### src/rtl/mips_mem_pkg.sv
// Shared types for the load/store access unit: memory op encoding, FSM states
// and size/alignment helpers.
package mips_mem_pkg;

    typedef enum logic [3:0] {
        LB  = 4'h0,
        LBU = 4'h1,
        LH  = 4'h2,
        LHU = 4'h3,
        LW  = 4'h4,
        SB  = 4'h8,
        SH  = 4'h9,
        SW  = 4'hA
    } mem_op_e;

    typedef enum logic [1:0] {
        IDLE = 2'd0,
        REQ  = 2'd1,
        DONE = 2'd2
    } state_e;

    function automatic logic is_byte(input logic [3:0] op);
        return (op == LB) || (op == LBU) || (op == SB);
    endfunction

    function automatic logic is_half(input logic [3:0] op);
        return (op == LH) || (op == LHU) || (op == SH);
    endfunction

    function automatic logic is_word(input logic [3:0] op);
        return (op == LW) || (op == SW);
    endfunction

    function automatic logic is_onehot4(input logic [3:0] lane);
        return (lane != 4'b0000) && ((lane & (lane - 4'd1)) == 4'b0000);
    endfunction

    // Only meaningful for one-hot lanes; anything else is rejected upstream.
    function automatic logic [1:0] lane_to_offset(input logic [3:0] lane);
        logic [1:0] off;
        off = 2'd0;
        if (lane[1]) off = 2'd1;
        if (lane[2]) off = 2'd2;
        if (lane[3]) off = 2'd3;
        return off;
    endfunction

endpackage

### src/rtl/mips_mem_access_if.sv
// Avalon-style word bus between the access unit (master) and memory (slave).
interface mips_mem_access_if #(
    parameter int ADDR_W = 32
);
    logic [ADDR_W-1:0] address;
    logic              read;
    logic              write;
    logic              waitrequest;
    logic [31:0]       writedata;
    logic [3:0]        byteenable;
    logic [31:0]       readdata;

    modport master (
        output address, read, write, writedata, byteenable,
        input  waitrequest, readdata
    );

    modport slave (
        input  address, read, write, writedata, byteenable,
        output waitrequest, readdata
    );
endinterface

### src/rtl/mips_load_extract.sv
// Picks the addressed byte/half/word out of a bus word and sign- or
// zero-extends it for register writeback.
module mips_load_extract
    import mips_mem_pkg::*;
(
    input  logic [31:0] i_readdata,
    input  logic [1:0]  i_offset,
    input  logic [3:0]  i_op,
    output logic [31:0] o_result
);
    logic [31:0] w_shifted;
    logic        w_sign_byte;
    logic        w_sign_half;

    assign w_shifted   = i_readdata >> {i_offset, 3'b000};
    assign w_sign_byte = (i_op == LB) & w_shifted[7];
    assign w_sign_half = (i_op == LH) & w_shifted[15];

    always_comb begin
        o_result = w_shifted;
        if (is_byte(i_op)) begin
            o_result = {{24{w_sign_byte}}, w_shifted[7:0]};
        end else if (is_half(i_op)) begin
            o_result = {{16{w_sign_half}}, w_shifted[15:0]};
        end
    end
endmodule

### src/rtl/mips_mem_access.sv
// Load/store access unit: one word-aligned bus transfer per request with
// lane-shifted store data and extended load results.
module mips_mem_access
    import mips_mem_pkg::*;
#(
    parameter int ADDR_W = 32,
    parameter int DATA_W = 32
) (
    input  logic              clk,
    input  logic              reset_n,
    input  logic              start,
    input  logic [3:0]        op,
    input  logic [ADDR_W-1:0] addr,
    input  logic [3:0]        byte_lane,
    input  logic [DATA_W-1:0] wdata_in,
    output logic              busy,
    output logic              done,
    output logic              misaligned,
    output logic [DATA_W-1:0] load_data,
    mips_mem_access_if.master bus
);
    localparam logic [ADDR_W-1:0] WORD_MASK = ~(ADDR_W'(3));

    state_e             r_state;
    state_e             w_state_next;
    logic [3:0]         r_op;
    logic [1:0]         r_offset;
    logic [ADDR_W-1:0]  r_address;
    logic [3:0]         r_byteenable;
    logic [DATA_W-1:0]  r_writedata;
    logic               r_misaligned;
    logic [DATA_W-1:0]  r_load_data;

    logic [1:0]         w_offset;
    logic               w_aligned;
    logic               w_misaligned;
    logic [3:0]         w_be;
    logic [DATA_W-1:0]  w_lane_mask;
    logic [DATA_W-1:0]  w_wdata;
    logic [DATA_W-1:0]  w_extracted;
    logic               w_accept;
    logic               w_complete;

    assign w_offset = lane_to_offset(byte_lane);

    always_comb begin
        w_aligned = 1'b0;
        w_be      = 4'b0000;
        if (is_byte(op)) begin
            w_aligned = 1'b1;
            w_be      = byte_lane;
        end else if (is_half(op)) begin
            w_aligned = ~w_offset[0];
            w_be      = w_offset[1] ? 4'b1100 : 4'b0011;
        end else if (is_word(op)) begin
            w_aligned = (w_offset == 2'd0);
            w_be      = 4'b1111;
        end
    end

    // An undefined op leaves w_aligned low, so it is rejected here as well.
    assign w_misaligned = ~is_onehot4(byte_lane) | ~w_aligned;

    generate
        for (genvar gi = 0; gi < 4; gi++) begin : g_lane_mask
            assign w_lane_mask[8*gi +: 8] = {8{w_be[gi]}};
        end
    endgenerate

    assign w_wdata    = op[3] ? ((wdata_in << {w_offset, 3'b000}) & w_lane_mask) : '0;
    assign w_accept   = (r_state == IDLE) & start;
    assign w_complete = (r_state == REQ) & ~bus.waitrequest;

    always_ff @(posedge clk or negedge reset_n) begin
        if (!reset_n) begin
            r_state <= IDLE;
        end else begin
            r_state <= w_state_next;
        end
    end

    // Strobes are decoded from the state register so that an asynchronous
    // reset removes them immediately.
    always_comb begin
        w_state_next = r_state;
        busy         = 1'b0;
        done         = 1'b0;
        bus.read     = 1'b0;
        bus.write    = 1'b0;
        unique case (r_state)
            IDLE: begin
                if (start) begin
                    w_state_next = w_misaligned ? DONE : REQ;
                end
            end
            REQ: begin
                busy      = 1'b1;
                bus.read  = ~r_op[3];
                bus.write = r_op[3];
                if (!bus.waitrequest) begin
                    w_state_next = DONE;
                end
            end
            DONE: begin
                busy         = 1'b1;
                done         = 1'b1;
                w_state_next = IDLE;
            end
            default: begin
                w_state_next = IDLE;
            end
        endcase
    end

    always_ff @(posedge clk or negedge reset_n) begin
        if (!reset_n) begin
            r_op         <= 4'h0;
            r_offset     <= 2'd0;
            r_address    <= '0;
            r_byteenable <= 4'b0000;
            r_writedata  <= '0;
            r_misaligned <= 1'b0;
            r_load_data  <= '0;
        end else begin
            if (w_accept) begin
                r_misaligned <= w_misaligned;
                if (!w_misaligned) begin
                    r_op         <= op;
                    r_offset     <= w_offset;
                    r_address    <= addr & WORD_MASK;
                    r_byteenable <= w_be;
                    r_writedata  <= w_wdata;
                end
            end
            if (w_complete && !r_op[3]) begin
                r_load_data <= w_extracted;
            end
        end
    end

    mips_load_extract u_extract (
        .i_readdata (bus.readdata),
        .i_offset   (r_offset),
        .i_op       (r_op),
        .o_result   (w_extracted)
    );

    assign bus.address    = r_address;
    assign bus.byteenable = r_byteenable;
    assign bus.writedata  = r_writedata;
    assign misaligned     = r_misaligned;
    assign load_data      = r_load_data;

endmodule

### src/flat_wrapper.sv
// flat-port wrapper written by rule: the top's interface ports become plain ports
module mips_mem_access_flat import mips_mem_pkg::*;
#(
    parameter int ADDR_W = 32,
    parameter int DATA_W = 32
)
  (clk, reset_n, start, op, addr, byte_lane, wdata_in, busy, done, misaligned, load_data, bus_address, bus_read, bus_write, bus_writedata, bus_byteenable, bus_waitrequest, bus_readdata);
  mips_mem_access_if #(.ADDR_W(ADDR_W)) bus_i ();
  input  logic clk;
  input  logic reset_n;
  input  logic start;
  input  logic [3:0] op;
  input  logic [ADDR_W-1:0] addr;
  input  logic [3:0] byte_lane;
  input  logic [DATA_W-1:0] wdata_in;
  output logic busy;
  output logic done;
  output logic misaligned;
  output logic [DATA_W-1:0] load_data;
  output wire logic [$bits(bus_i.address)-1:0] bus_address;
  output wire logic [$bits(bus_i.read)-1:0] bus_read;
  output wire logic [$bits(bus_i.write)-1:0] bus_write;
  output wire logic [$bits(bus_i.writedata)-1:0] bus_writedata;
  output wire logic [$bits(bus_i.byteenable)-1:0] bus_byteenable;
  input wire logic [$bits(bus_i.waitrequest)-1:0] bus_waitrequest;
  input wire logic [$bits(bus_i.readdata)-1:0] bus_readdata;
  assign bus_address = bus_i.address;
  assign bus_read = bus_i.read;
  assign bus_write = bus_i.write;
  assign bus_writedata = bus_i.writedata;
  assign bus_byteenable = bus_i.byteenable;
  assign bus_i.waitrequest = bus_waitrequest;
  assign bus_i.readdata = bus_readdata;
  mips_mem_access #(.ADDR_W(ADDR_W), .DATA_W(DATA_W)) u_core (.clk(clk), .reset_n(reset_n), .start(start), .op(op), .addr(addr), .byte_lane(byte_lane), .wdata_in(wdata_in), .busy(busy), .done(done), .misaligned(misaligned), .load_data(load_data), .bus(bus_i));
endmodule
### config.mk
export PLATFORM = sky130hd
export DESIGN_NAME = mips_mem_access_flat
export DESIGN_NICKNAME = d
export VERILOG_FILES = /design/src/rtl/mips_mem_pkg.sv /design/src/rtl/mips_mem_access_if.sv /design/src/rtl/mips_load_extract.sv /design/src/rtl/mips_mem_access.sv /design/src/flat_wrapper.sv
export SDC_FILE = /design/constraint.sdc
export NUM_CORES = 1
export LEC_CHECK = 0
export ABC_AREA = 1
export CAP_MARGIN = 20
export CORE_UTILIZATION = 45
export CTS_BUF_LIST = sky130_fd_sc_hd__clkbuf_8
export DETAILED_ROUTE_END_ITERATION = 8
export PLACE_DENSITY = 0.81
export SLEW_MARGIN = 10
export SYNTH_ARGS = -nofsm -noshare
export SYNTH_HDL_FRONTEND = slang
export SYNTH_SLANG_ARGS = --single-unit
### constraint.sdc
create_clock -name clk -period 2.1 [get_ports clk]
set_clock_uncertainty 0.2 [all_clocks]
set_input_delay 0.315 -clock clk [delete_from_list [all_inputs] [get_ports clk]]
set_output_delay 0.315 -clock clk [all_outputs]
set_load 0.02 [all_outputs]
==> metrics.md <==
| Metric | Value |
|---|---|
| Outcome | complete, no violations |
| Post-synthesis register bit count | 107 |
| Clock Latency Late Sink | 0.37 ns |
| Max-cap viol count | 0 |
| Commonest non-fill, non-tap cells in the layout | nand2_1, clkdlybuf4s50_1, dfrtp_1 |
| Relative slew slack | 65.10% |
| Pwr per Cell Area | 1047 nW/µm² |
| Layout area overhead | 46.91% |
| Crit path setup slack, layout | 0.1456 ns |
| Worst vdd ir | 0.0007362 V |
| CP required | 2.16 ns |
| Vias | 5928 |
| Deepest clock path buffer count | 2 |
| Hold WS | 0.2174 ns |
| Register area | 2678 µm² |
| Met2 Usage GRT | 44.94% |
| Final GP Congestion | 0.9243 |
| Crit path max-delay cell type | dfrtp_1 |
| Crit-path max cell delay | 0.44 ns |
| Initial antenna violation count | 0 |
| Crit-path cells | inv_1, o21ai_0, o21ai_1, a21oi_2, buf_12, a2bb2oi_1 |
| Detail Route Antenna Nets | 0 |
| Synth Cell Area | 5762 µm² |
| Pin count of the biggest net entering global routing | 58 |
| RSZ-0062 raised after global routing | no |
| Worst Setup Start Kind | flop |
| Synth cell types | 30 |
| Clock-pin slew on the worst setup and hold paths | 0.10 ns |
| Crit. End Element | flop |
| TritonCTS clock tree | yes |
| Die X | 115.2 µm |
| Full die area | 13260 µm² |
| Multi-input logic area | 2638 µm² |
| Sequential element share of the synthesized area | 46.47% |
| Min Tclk post-route | 1.954 ns |
| CORE AREA | 12260 µm² |
| H-tree levels | 3 |
| FILL cells | 1016 |
| Top cell type's share of synthesized area | 46.47% |
| Arr. time, crit path | 2.01 ns |
| Drt first-iter violations | 484 |
| Drt wl/cell | 14.68 µm |
| Gate Count Post-Synth | 778 |
| Drt total wl | 17.23 mm |
| Top Usage Layer GRT | met2 |
| Ys Warns | 0 |
| Final slew viol count | 0 |
| Nets | 1113 |
| Gr usage total | 26.95% |
| Synth top area cells | dfrtp_1, nand2_1, o21ai_0 |
| Final Hold Vio Count | 0 |
| Final Setup Violations | 0 |
| Final Cycle Share | 93.07% |
| Met1 Usage GRT | 35.31% |
| Initial DRT Pass Iterations | 5 |
| DRC violations left | 0 |
| Num rows | 40 |
| Commonest non-fill, non-tap cell in the layout | nand2_1 |
| Hpwl dp | 12.98 mm |
| Clk sinks | 107 |
| Static Leak | 4.134 nW |
| Grt ovf | 0 |
| Post-CTS setup repair buffer count | 0 |
| Antenna Cells | 0 |
| Worst-Margin Slew | 0.5221 ns |
| R2R depth | 6 |
| Vias in the first global route | 5623 |
| Pre-CTS setup slack | -0.1846 ns |
| Clock buffers created by TritonCTS | 9 |
| Max Fclk | 511.7 MHz |
| Vias per cell | 5.049 |
| Leading area contributor after synthesis | dfrtp_1 |
| Path type of the worst min-delay path | primary input to asynchronous set/reset pin |
| Root buffer cell | clkbuf_8 |
| DIE HEIGHT | 115.2 µm |
| Io pins | 213 |
| M3 GR Usage | 6.537% |
| First-pass GRT wire length | 27.56 mm |
| Critical path class | flop to flop |
| Initial Util | 46.99% |
| Average cell area after synthesis | 7.406 µm² |
| Port bufs | 208 |
| CP max FO | 22 |
| Share of cells above drive strength 1 | 8.847% |
routing by layer:
metal / share of wire, % / vias up / wire length, µm
li1: - / 2948 / -
met1: 44 / 2727 / 7557
met2: 47 / 241 / 8143
met3: 7.8 / 12 / 1337
met4: 1.1 / 0 / 191
met5: 0 / - / 0
report_power, final:
group	switching, mW	internal, mW
combinational	2.44	2.08
sequential	0.442	2.74
clock	0.723	0.438
area by class of cell:
| class | instances | area share, % |
|---|---|---|
| clock inverters | 6 | 0.5765 |
| multi-input cells | 575 | 31.16 |
| flip-flops and latches | 107 | 31.63 |
| well taps | 168 | 2.483 |
| clock buffers | 9 | 1.463 |
| repair buffers | 262 | 30.60 |
| inverters | 47 | 2.084 |
worst max-delay path: cells and delay by family, from the launching register on:
kind	cells	cell delay, ns
AO/OA/AOI/OAI	4	0.84
flip-flops	1	0.44
buffers and inverters	2	0.37
sequential cells by signal (all words and copies together), names as in the netlist:
name and cells:
u_core.bus.address 30, u_core.bus.byteenable 4, u_core.bus.writedata 32, u_core.load_data 32, u_core.misaligned 1, u_core.r_offset 2
u_core.r_op 4, u_core.r_state 2
kinds of logic (layout without fill, tap and decap cells):
group | count (synthesis) | after routing | synth area share [%]
compound gates | 109 | 109 | 11.23
simple gates | 454 | 454 | 32.42
flops | 107 | 107 | 46.47
buf+inv | 97 | 324 | 7.948
fa+ha+maj | 3 | 3 | 0.6515
mux | 7 | 7 | 1.216
other cells | 1 | 2 | 0.06508
cells in the mapped netlist:
master and instances:
nand3_1 45, a21oi_2 1, dfrtp_1 107, nor4_1 1, clkbuf_2 1, o21ai_1 18, nand4_1 23, nor2_1 29
buf_6 7, o22ai_1 1, clkbuf_1 18, nand2_1 339, mux2i_1 7, nand3_4 1, buf_4 5, conb_1 1
buf_1 2, nand3_2 1, nor3_1 8, a2bb2oi_1 24, inv_2 5, o211ai_1 1, a21oi_1 10, o21ai_2 1
buf_2 17, o21ai_0 53, or2_2 3, inv_1 42, ha_1 3, nand2_2 4
what timing repair did:
action / CTS / global route
hold buffers: 1 / 0
gates cloned: 0 / 0
endpoints found under the hold margin: 26 / 0
setup endpoints to repair: 4 / 16
resized for setup: 6 / 6
path summary, 6_finish.rpt:
path                                         from                       end  slack (ns)
setup / recovery               u_core.r_offset[0]      u_core.load_data[11]        0.15
hold / removal                            reset_n      u_core.load_data[13]        0.22
setup reg to reg               u_core.r_offset[0]      u_core.load_data[11]        0.15
hold reg to reg            u_core.bus.address[15]    u_core.bus.address[15]        0.29
max in group asynchronous                 reset_n  u_core.bus.writedata[12]        0.89
min in group clk                            op[3]            u_core.r_op[3]        0.22
per-stage QoR:
step	setup TNS (ns)	instance area [µm²]	std cells	total power [mW]	util, %
final	0	8464	1174	8.860	69.03
after global routing	0	8464	1174	9.448	69.03
after CTS	0	8464	1174	8.912	69.03
after detailed placement	-10.68	8284	1158	7.731	67.56
after global placement	-8.892	8284	1158	7.683	67.56
after floorplan	0	5766	779	5.591	-
Note: power is estimated with default switching activity, not from simulation.
